$ cat src/rtl/sar_adc_ctrl.sv
`timescale 1ns/1ps
// sar_adc_ctrl
// Successive-approximation ADC controller for a 12-bit DAC + comparator.
// A conversion walks the bits MSB to LSB. Each trial code is held for
// SETTLE_CYCLES+1 clocks, and the comparator is sampled on the last of them.
// Latency is fixed at 12*(SETTLE_CYCLES+1) clocks from the start edge to
// the valid edge.
//
// Optional feature (macro SAR_OVERSAMPLE_EN): a single start runs 4
// back-to-back sub-conversions. They are summed into a 14-bit accumulator,
// and result is the truncated average acc[13:2].
//
// Handshake: start is a request that is sampled only while idle (busy=0).
// Requests seen while busy are dropped and never queued. valid is a
// one-cycle pulse, and result changes only on that edge. start is also
// accepted in the valid cycle, so conversions can run back to back.
//
// Ports:
//   clk        rising-edge clock
//   rst        asynchronous active-low reset
//   start      conversion request
//   comp_in    comparator output (1 = vin >= dac_code)
//   dac_code   trial code to the DAC; holds the final code after completion
//   result     last completed conversion
//   valid      one-cycle pulse when result updates
//   busy       conversion in progress
//   fsm_state  debug view of the FSM state (0 IDLE, 1 TRIAL, 2 DECIDE)
module sar_adc_ctrl #(
  parameter int unsigned SETTLE_CYCLES = 1
) (
  input  logic        clk,
  input  logic        rst,
  input  logic        start,
  input  logic        comp_in,
  output logic [11:0] dac_code,
  output logic [11:0] result,
  output logic        valid,
  output logic        busy,
  output logic [1:0]  fsm_state
);

  typedef enum logic [1:0] {
    IDLE   = 2'd0,
    TRIAL  = 2'd1,
    DECIDE = 2'd2
  } state_t;

  // With zero settle cycles every trial code is decided in its first cycle,
  // so TRIAL is skipped entirely.
  localparam state_t     ENTRY       = (SETTLE_CYCLES == 0) ? DECIDE : TRIAL;
  localparam logic [3:0] LAST_SETTLE = (SETTLE_CYCLES == 0) ? 4'd0
                                                            : 4'(SETTLE_CYCLES - 1);

  state_t      state, state_d;
  logic [11:0] code, code_d;
  logic [11:0] result_q, result_d;
  logic        valid_q, valid_d;
  logic        busy_q, busy_d;
  logic [3:0]  idx, idx_d;
  logic [3:0]  cnt, cnt_d;
  logic [11:0] decided;

`ifdef SAR_OVERSAMPLE_EN
  logic [1:0]  sub, sub_d;
  logic [13:0] acc, acc_d;
  logic [13:0] acc_sum;
`endif

  always_ff @(posedge clk or negedge rst) begin
    if (!rst) begin
      state    <= IDLE;
      code     <= 12'h000;
      result_q <= 12'h000;
      valid_q  <= 1'b0;
      busy_q   <= 1'b0;
      idx      <= 4'd11;
      cnt      <= 4'd0;
`ifdef SAR_OVERSAMPLE_EN
      sub      <= 2'd0;
      acc      <= 14'd0;
`endif
    end else begin
      state    <= state_d;
      code     <= code_d;
      result_q <= result_d;
      valid_q  <= valid_d;
      busy_q   <= busy_d;
      idx      <= idx_d;
      cnt      <= cnt_d;
`ifdef SAR_OVERSAMPLE_EN
      sub      <= sub_d;
      acc      <= acc_d;
`endif
    end
  end

  always_comb begin
    state_d  = state;
    code_d   = code;
    result_d = result_q;
    valid_d  = 1'b0;
    busy_d   = busy_q;
    idx_d    = idx;
    cnt_d    = cnt;
    // The current trial code with the bit under test resolved by the comparator.
    decided      = code;
    decided[idx] = comp_in;
`ifdef SAR_OVERSAMPLE_EN
    sub_d   = sub;
    acc_d   = acc;
    acc_sum = acc + {2'b00, decided};
`endif

    case (state)
      IDLE: begin
        if (start) begin
          state_d = ENTRY;
          code_d  = 12'h800;
          idx_d   = 4'd11;
          cnt_d   = 4'd0;
          busy_d  = 1'b1;
`ifdef SAR_OVERSAMPLE_EN
          sub_d   = 2'd0;
          acc_d   = 14'd0;
`endif
        end
      end

      TRIAL: begin
        if (cnt == LAST_SETTLE) begin
          state_d = DECIDE;
          cnt_d   = 4'd0;
        end else begin
          cnt_d   = cnt + 4'd1;
        end
      end

      DECIDE: begin
        cnt_d = 4'd0;
        if (idx != 4'd0) begin
          // Resolve this bit and raise the next lower one in the same edge.
          code_d  = decided | (12'h001 << (idx - 4'd1));
          idx_d   = idx - 4'd1;
          state_d = ENTRY;
        end else begin
`ifdef SAR_OVERSAMPLE_EN
          if (sub == 2'd3) begin
            result_d = acc_sum[13:2];
            code_d   = decided;
            valid_d  = 1'b1;
            busy_d   = 1'b0;
            idx_d    = 4'd11;
            state_d  = IDLE;
          end else begin
            acc_d   = acc_sum;
            sub_d   = sub + 2'd1;
            code_d  = 12'h800;
            idx_d   = 4'd11;
            state_d = ENTRY;
          end
`else
          result_d = decided;
          code_d   = decided;
          valid_d  = 1'b1;
          busy_d   = 1'b0;
          idx_d    = 4'd11;
          state_d  = IDLE;
`endif
        end
      end

      default: begin
        state_d = IDLE;
        busy_d  = 1'b0;
      end
    endcase
  end

  assign dac_code  = code;
  assign result    = result_q;
  assign valid     = valid_q;
  assign busy      = busy_q;
  assign fsm_state = state;

endmodule

$ cat config.mk
export PLATFORM = sky130hd
export DESIGN_NAME = sar_adc_ctrl
export DESIGN_NICKNAME = d
export VERILOG_FILES = /design/src/rtl/sar_adc_ctrl.sv
export SDC_FILE = /design/constraint.sdc
export NUM_CORES = 1
export LEC_CHECK = 0
export ABC_AREA = 1
export BUFFER_PORTS_ARGS = -buffer_cell sky130_fd_sc_hd__buf_2
export CAP_MARGIN = 20
export CORE_ASPECT_RATIO = 0.7
export CORE_MARGIN = 2
export CORE_UTILIZATION = 51
export DETAILED_ROUTE_END_ITERATION = 6
export PLACE_DENSITY_LB_ADDON = 0.05
export SLEW_MARGIN = 20
export SYNTH_ARGS = -nofsm -noshare
export SYNTH_HDL_FRONTEND = slang
export SYNTH_SLANG_ARGS = --single-unit
$ cat constraint.sdc
create_clock -name clk -period 1.6 [get_ports clk]
set_input_delay 0.16 -clock clk [delete_from_list [all_inputs] [get_ports clk]]
set_output_delay 0.16 -clock clk [all_outputs]
set_load 0.005 [all_outputs]
; ---- Yosys cells after proc, flatten, opt, wreduce, memory -nomap -nowiden
; Index checks and enable logic that the tools add are counted.
[totals]
reg_bits = 36
n_memories = 0
romBits = 0
ramBits = 0
latchBits = 0
in_bits = 4
[op_classes]
magnitude_cmp = 2
n_shift = 1
mux = 21
eq_ne = 5
div = 0
mul = 0
n_bitwise = 3
add_sub_neg = 2
n_reduce_logical = 11
[ops]
columns = operator, count
row1 = $mux W12, 2
row2 = $pmux W12 S2, 1
row3 = $mux W4, 4
row4 = $bwmux W12, 1
row5 = $or A12 B12 Y12, 1
row6 = $pmux W4 S3, 1
row7 = $shl A1 B4 Y12 const A, 1
row8 = $pmux W4 S2, 1
row9 = $reduce_and A2 Y1, 4
row10 = $mux W1, 6
row11 = $ne A2 B2 Y1 const B, 3
row12 = $pmux W2 S3, 1
row13 = $lt A4 B5 Y1 const B, 1
row14 = $add A4 B1 Y4 const B, 1
row15 = $demux W1 S4, 1
row16 = $ge A4 B1 Y1 const B, 1
row17 = $logic_not A4 Y1, 1
row18 = $mux W2, 2
row19 = $reduce_bool A4 Y1, 1
row20 = $sub A4 B1 Y4 const B, 1
row21 = $pmux W1 S3, 1
row22 = $reduce_and A3 Y1, 1
row23 = $reduce_bool A3 Y1, 1
row24 = $eq A2 B1 Y1 const B, 1
row25 = 5 further kinds, 6

; ---- Logic depth before layout (Yosys ltp)
; Gate-level depths: netlist of run 1.
[logic_depth]
depth_word = 8
ltp_mapped = 10
ltp_nobuf = 10

; ---- Least setup slack after synthesis of run 1
; OpenSTA, ideal clock, no wires.
[synth_path]
path_kind = reg-to-reg
startpoint = reg idx[0]
endpoint = reg code[4] (netlist: dac_code[4])
t_arrival_ps = 1498
path_slack_ps = -14
t_required_ps = 1484
synth_period_minus_slack_ps = 1614
path_buffers = 0
stages_incl_launch_ff = 9
setup_ps = 116
path_cell_list = dfstp_2 > inv_1 > ha_1 > nand2_1 > nor2_1 > o21ai_0 > nand2_1 > nand2_1 > nand2_1
[synth_between]
elab_chain_cells = 8
elab_cells_between_ends = 12
[synth_lines]
columns = element, line
row1 = from (decl), 59  ; logic [3:0] idx, idx_d;
row2 = from (signal assigned), 88  ; idx <= idx_d;
row3 = $lt A4 B5 Y1 (implied by the code) or $ge A4 B1 Y1 (tied branches), 107  ; decided[idx] = comp_in;
row4 = $logic_and A1 B1 Y1 (implied by the code), 107
row5 = $mux W1 (implied by the code), 107
row6 = $demux W1 S4, 107
row7 = $bwmux W12, 107
row8 = $or A12 B12 Y12, 142  ; code_d = decided | (12'h001 << (idx - 4'd1));
row9 = $mux W12 (*), 140  ; if (idx != 4'd0) begin
row10 = $pmux W12 S2 (*), 114  ; case (state)
row11 = to (signal assigned), 84  ; code <= code_d;
row12 = to (decl), 55  ; logic [11:0] code, code_d;
; Every way passes the cells marked *; elsewhere a longest branch is shown, timed or not.
; A chain may end at the register's enable or synchronous reset.

; ---- Final worst setup path of run 1
[layout_path]
startpoint = reg idx[0]
endpoint = reg code[2] (netlist: dac_code[2])
; Same word-level chain as after synthesis.

==> flow_summary.ini, run 1 <==
[pwr]
p_seq_frac = 0.332
p_total_mw = 3.85
p_per_area_nw_per_um2 = 1540
p_comb_frac = 0.462
switchingPower_mw = 1.59
p_int_mw = 2.26
ir_worst_vdd_mv = 1.21
swShare = 0.413
power_frac_clock = 0.206
p_leak_nw = 1.36

[layout]
final_area_um2 = 2490
layout-drive-gt1-share = 0.292
fillers = 347
layout.cells.non_filler = 360
n_antenna_cell = 0
seqCellArea_um2 = 906
final_nets = 321
syn_to_final_growth_pct = 23.5
multi_input_area_um2 = 997

[place]
dp_slack_ns = 0.00323
portBuffers = 31
place_area_um2 = 2320
dpl.hpwl_um = 3290
dpl.cell_count = 350
place_congestion = 0.999

[synthesis]
muxShareOfSynthArea = 0
ys_ff_latch = 36
synth-edff-count = 0
netlist_area_um2 = 2020
yosysTopAreaCell = dfrtp_1
synth_xor_area_frac = 0.00867
synthTopCellsByCount = 102 x nand2_1, 33 x dfrtp_1, 27 x inv_1
avgSynthCellArea_um2 = 7.86
synth_compound_area_frac = 0.118
synth_top_area_share = 0.409
ys_async_sr_fraction = 1.00
synth_top_cells_by_area = dfrtp_1 41%, nand2_1 19%, ha_1 6.2%, o21ai_2 5.2%, inv_1 5.0%
synth-main-ff-cell = dfrtp_1
yosysSeqAreaShare = 0.448
netlist_instances = 257
synth_warnings = 0
synth_fa_ha_area_frac = 0.0620
yosysMostFrequentCell = nand2_1
synth_nets = 271
synth_simple_gate_area_frac = 0.283
synth_cell_types = 26
synth_top_family_by_area = simple AND/OR/NAND/NOR gates

[sta]
max_slew_margin = 0.697
rsz0062_at_grt = yes
slew_violations = 0
hold_viol_final = 0
fin_crit_ns = 1.50
worst_pin_slew_ns = 0.454
timing.hold.ws_ns = 0.176
fmax_mhz = 667
fin_crit_sh = 0.937
clock_skew_ns = 0.00298
final.setup.worst_slack_ns = 0.100
setup_violations = 0

[route]
routed_wl_um = 4490
drtAntennaViolNets = 0
post_drt_wl_per_cell_um = 12.5
viasPerCell = 4.82
drc = 0
drt_iter0_drc = 61
vias = 1735
first_pass_iters = 4

[die]
die_y_um = 56.6
core_area_um2 = 3850
die_area_um2 = 4490
die_w_um = 79.2
initial_core_util = 0.524
io_pins = 32
std_cell_rows = 19

[global_route]
antenna_found_initial = 0
gr-usage-all-layers = 0.229
grt_overflow_total = 0
grt_pass1_vias = 1585
grt_max_degree = 37
grt_pass1_wl_um = 7820

[cts]
cts_tree = built
htreeDepth = 2
cts_root_buf = clkbuf_8
clock_latency_ns = 0.29
clk_path_buf_depth = 2
cts_buffers = 5
clkSinkCount = 36
clkSlewWorstSetupHoldPaths_ns = 0.07

[worst_hold_path]
min_from = start
hold_path_end = busy$_DFFE_PN0P_
min_path_type = in -> reg
hold_depth = 3

[setup_path]
path_class = reg -> reg
critPathArrivalTime_ns = 1.68
reg2reg_depth = 8
r2r-start = idx[0]$_DFFE_PN1P_
r2r_setup_slack_ns = 0.10
endpoint_kind = flop
r2r-end = dac_code[2]$_DFFE_PN0P_
start_kind = flop
required_ns = 1.78
cp_max_fo = 5

[flow_run]
max_cap_violations = 0

[status]
outcome = finished, final reports clean
==> layout make-up <==
type                    count  share of cell area
inverters                  29              0.0437
multi-input cells         186               0.400
well taps                  52              0.0261
clock inverters             3              0.0171
flip-flops and latches     36               0.363
repair buffers             49               0.122
clock buffers               5              0.0276
==> routing by layer <==
layer	up-vias	share of wire	GRT usage
li1	902	-	-
met1	779	0.55	0.367
met2	47	0.39	0.308
met3	7	0.047	0.0482
met4	0	0.012	0.0616
met5	-	0	0
==> placed cells by master, fill, tap and decap left out <==
cell type	count
nand2_1	100
inv_1	24
buf_2	31
o21ai_4	1
o21ai_2	13
clkinvlp_4	1
nand2_4	1
dfrtp_1	32
dfstp_2	3
bufinv_16	1
nor2_1	16
inv_2	5
buf_12	1
o22ai_1	2
nor3_4	1
clkbuf_8	5
o21ai_0	11
a31oi_1	1
o21ai_1	3
ha_4	1
nand2_2	3
dlygate4sd3_1	1
a21oi_1	4
nor2_4	4
nor2_2	1
buf_4	16
xor2_1	2
a22oi_1	2
clkinv_2	1
ha_1	9
dfrtp_2	1
nand3_1	11
==> sequential cells by signal, summed over array words and instances, names as in the netlist <==
signal,cells
dac_code,12
result,12
cnt,4
idx,4
fsm_state,2
busy,1
valid,1
==> through the flow <==
step	setup TNS (ns)	util
after floorplan	0	-
after global placement	0	0.603
after detailed placement	0	0.603
after CTS	0	0.637
after global routing	-0.0521	0.647
final	0	0.647
==> critical path, stage by stage, from the launching register on <==
cell	delay, ns
dfstp_2	0.58
inv_2	0.07
ha_1	0.24
nand2_1	0.10
nand2_1	0.05
o21ai_1	0.15
nand2_1	0.09
nand2_1	0.06
nand2_1	0.05
==> repair_timing <==
item                       CTS  global route
hold buffers                 1             0
hold endpoints to repair    33             0
gates cloned                 0             0
setup buffers                0             1
setup endpoints to repair    3            20
pin swaps                    0             1
resized for setup            1            13
==> power groups by stage <==
stage          combinational [mW]  sequential, mW  clock [mW]
6_report                     1.78            1.28       0.794
2_1_floorplan                1.05            1.27           0
4_1_cts                      1.70            1.26       0.808
3_5_place_dp                 1.68            1.28           0
5_1_grt                      2.02            1.31       0.854
3_3_place_gp                 1.68            1.28           0
==> how the worst max path moves through the flow <==
stage               cells past startpoint          startpoint                  endpoint  slack, ns
finish                                  8  idx[0]$_DFFE_PN1P_   dac_code[2]$_DFFE_PN0P_       0.10
CTS                                    10  idx[0]$_DFFE_PN1P_   dac_code[9]$_DFFE_PN0P_       0.02
detailed placement                     10  idx[0]$_DFFE_PN1P_   dac_code[9]$_DFFE_PN0P_      0.003
global route                            6  idx[1]$_DFFE_PN1P_  dac_code[11]$_DFFE_PN0P_      -0.02
floorplan                              10  idx[0]$_DFFE_PN1P_   dac_code[3]$_DFFE_PN0P_       0.07
global placement                        7  idx[1]$_DFFE_PN1P_     result[4]$_DFFE_PN0P_       0.01
==> logic make-up after synthesis <==
logic type | count (synthesis)
flops | 36
xor+xnor | 2
buf+inv | 35
fa+ha+maj | 10
simple gates | 137
compound gates | 37
(Power assumes the default switching activity.)
==> run 2, diff against run 1 <==
- SLEW_MARGIN: 20 -> not set
- clock period: 1.6 -> 1.32 ns (I/O delays scaled with it)
==> flow_summary.ini, run 2 (synthesis gave the netlist of run 1 again) <==
[status]
outcome = finished, violations left
violations = negative setup slack

[global_route]
antenna_found_initial = 0
grt_pass1_vias = 1787
grt_pass1_wl_um = 8670
gr-usage-all-layers = 0.250
grt_overflow_total = 0
grt_max_degree = 37

[setup_path]
path_class = reg -> reg
cp_max_fo = 6
start_kind = flop
crit_family = flip-flops
endpoint_kind = flop
slowest_stage = dfstp_2
critPathArrivalTime_ns = 1.76
required_ns = 1.53
worstPathCellList = inv_4, ha_4, buf_4, nand3_2, o21ai_2, buf_4, o21ai_2
slowest_delay_ns = 0.60
crit_buf_inv = 3

[die]
io_pins = 32
std_cell_rows = 19
die_y_um = 56.6
initial_core_util = 0.524
die_w_um = 79.2
core_area_um2 = 3850
die_area_um2 = 4490

[pwr]
power_frac_clock = 0.175
p_comb_frac = 0.545
switchingPower_mw = 2.26
ir_worst_vdd_mv = 1.40
swShare = 0.409
p_seq_frac = 0.279
p_int_mw = 3.27
p_per_area_nw_per_um2 = 1850
p_leak_nw = 1.53

[route]
routed_wl_um = 5120
drt_iter0_drc = 51
vias = 1864
drc = 0
viasPerCell = 4.82
post_drt_wl_per_cell_um = 13.2
drtAntennaViolNets = 0
first_pass_iters = 5

[cts]
clkSlewWorstSetupHoldPaths_ns = 0.07
cts_root_buf = clkbuf_8
htreeDepth = 2
cts_buffers = 5
clock_latency_ns = 0.29
clkSinkCount = 36
cts_tree = built
clk_path_buf_depth = 2

[worst_hold_path]
min_path_type = in -> reg

[sta]
clock_skew_ns = 0.00834
setup_violations = 29
fin_crit_sh = 1.17
fin_crit_ns = 1.55
final.setup.worst_slack_ns = -0.229
slew_violations = 0
worst_pin_slew_ns = 0.267
fmax_mhz = 646
hold_viol_final = 0
rsz0062_at_grt = yes
max_slew_margin = 0.822
timing.hold.ws_ns = 0.153

[place]
place_area_um2 = 2530
dp_slack_ns = -0.168
portBuffers = 31
place_congestion = 0.865
dpl.hpwl_um = 3540

[flow_run]
max_cap_violations = 0

[layout]
layout-drive-gt1-share = 0.469
layout_common_cells = 79 x nand2_1, 32 x dfrtp_1, 32 x buf_4, 31 x buf_2, 23 x inv_1
syn_to_final_growth_pct = 48.0
final_area_um2 = 2990
n_antenna_cell = 0
layout_commonest_cell = nand2_1
final_nets = 348
run 2: repair_timing:
action	in CTS	in global routing
setup buffers	1	6
hold buffers	1	0
setup endpoints to repair	30	34
hold endpoints to repair	33	0
gates resized for setup	32	37
gates cloned	1	0
pin swaps	4	9
run 2: path summary, 6_finish.rpt:
kind / startpoint / end / slack, ns / cells after the start
worst max-delay path: idx[0]$_DFFE_PN1P_ / result[8]$_DFFE_PN0P_ / -0.23 / 7
worst min-delay path: start / busy$_DFFE_PN0P_ / 0.15 / 3
worst max register to register: idx[0]$_DFFE_PN1P_ / result[8]$_DFFE_PN0P_ / -0.23 / 7
worst min register to register: result[4]$_DFFE_PN0P_ / result[4]$_DFFE_PN0P_ / 0.49 / 2
max in group asynchronous: rst / idx[1]$_DFFE_PN1P_ / 0.75 / 3
min in group asynchronous: rst / dac_code[8]$_DFFE_PN0P_ / 0.32 / 3
run 2: layout make-up:
cell class | count | area [µm²]
Tap cell | 52 | 65.1
Inverter | 29 | 119
Timing Repair Buffer | 76 | 604
Sequential cell | 36 | 906
Multi-Input combinational cell | 186 | 1180
Fill cell | 282 | 863
Clock inverter | 3 | 42.5
Clock buffer | 5 | 68.8
run 2: metal layers:
layer  vias to the layer above  wire length (µm)  track usage
li1                        963                 -            -
met1                       842              2560        0.382
met2                        51              2180        0.358
met3                         8               328       0.0579
met4                         0                52       0.0640
met5                         -                 0            0
run 2: power groups by stage:
stage,registers (mW),logic [mW],clock network [mW]
final,1.55,3.02,0.971
after global routing,1.58,3.34,1.05
after CTS,1.53,2.56,0.994
after detailed placement,1.54,2.44,0
after global placement,1.54,2.42,0
after floorplan,1.56,1.33,0
run 2: stage by stage:
step	TNS, ns	cells	power, mW	util
finish	-3.86	387	5.54	0.776
global route	-5.57	387	5.96	0.776
CTS	-3.11	381	5.09	0.724
detailed placement	-3.04	370	3.99	0.658
global placement	-2.52	370	3.95	0.658
floorplan	-1.03	257	2.88	-
run 2: worst reg2reg max path: cells and delay by family, from the launching register on:
kind                     cells  cell delay (ns)
AO/OA/AOI/OAI                2             0.21
adder cells (fa/ha/maj)      1             0.21
buffers and inverters        3             0.38
flip-flops                   1             0.60
AND/OR/NAND/NOR              1             0.07
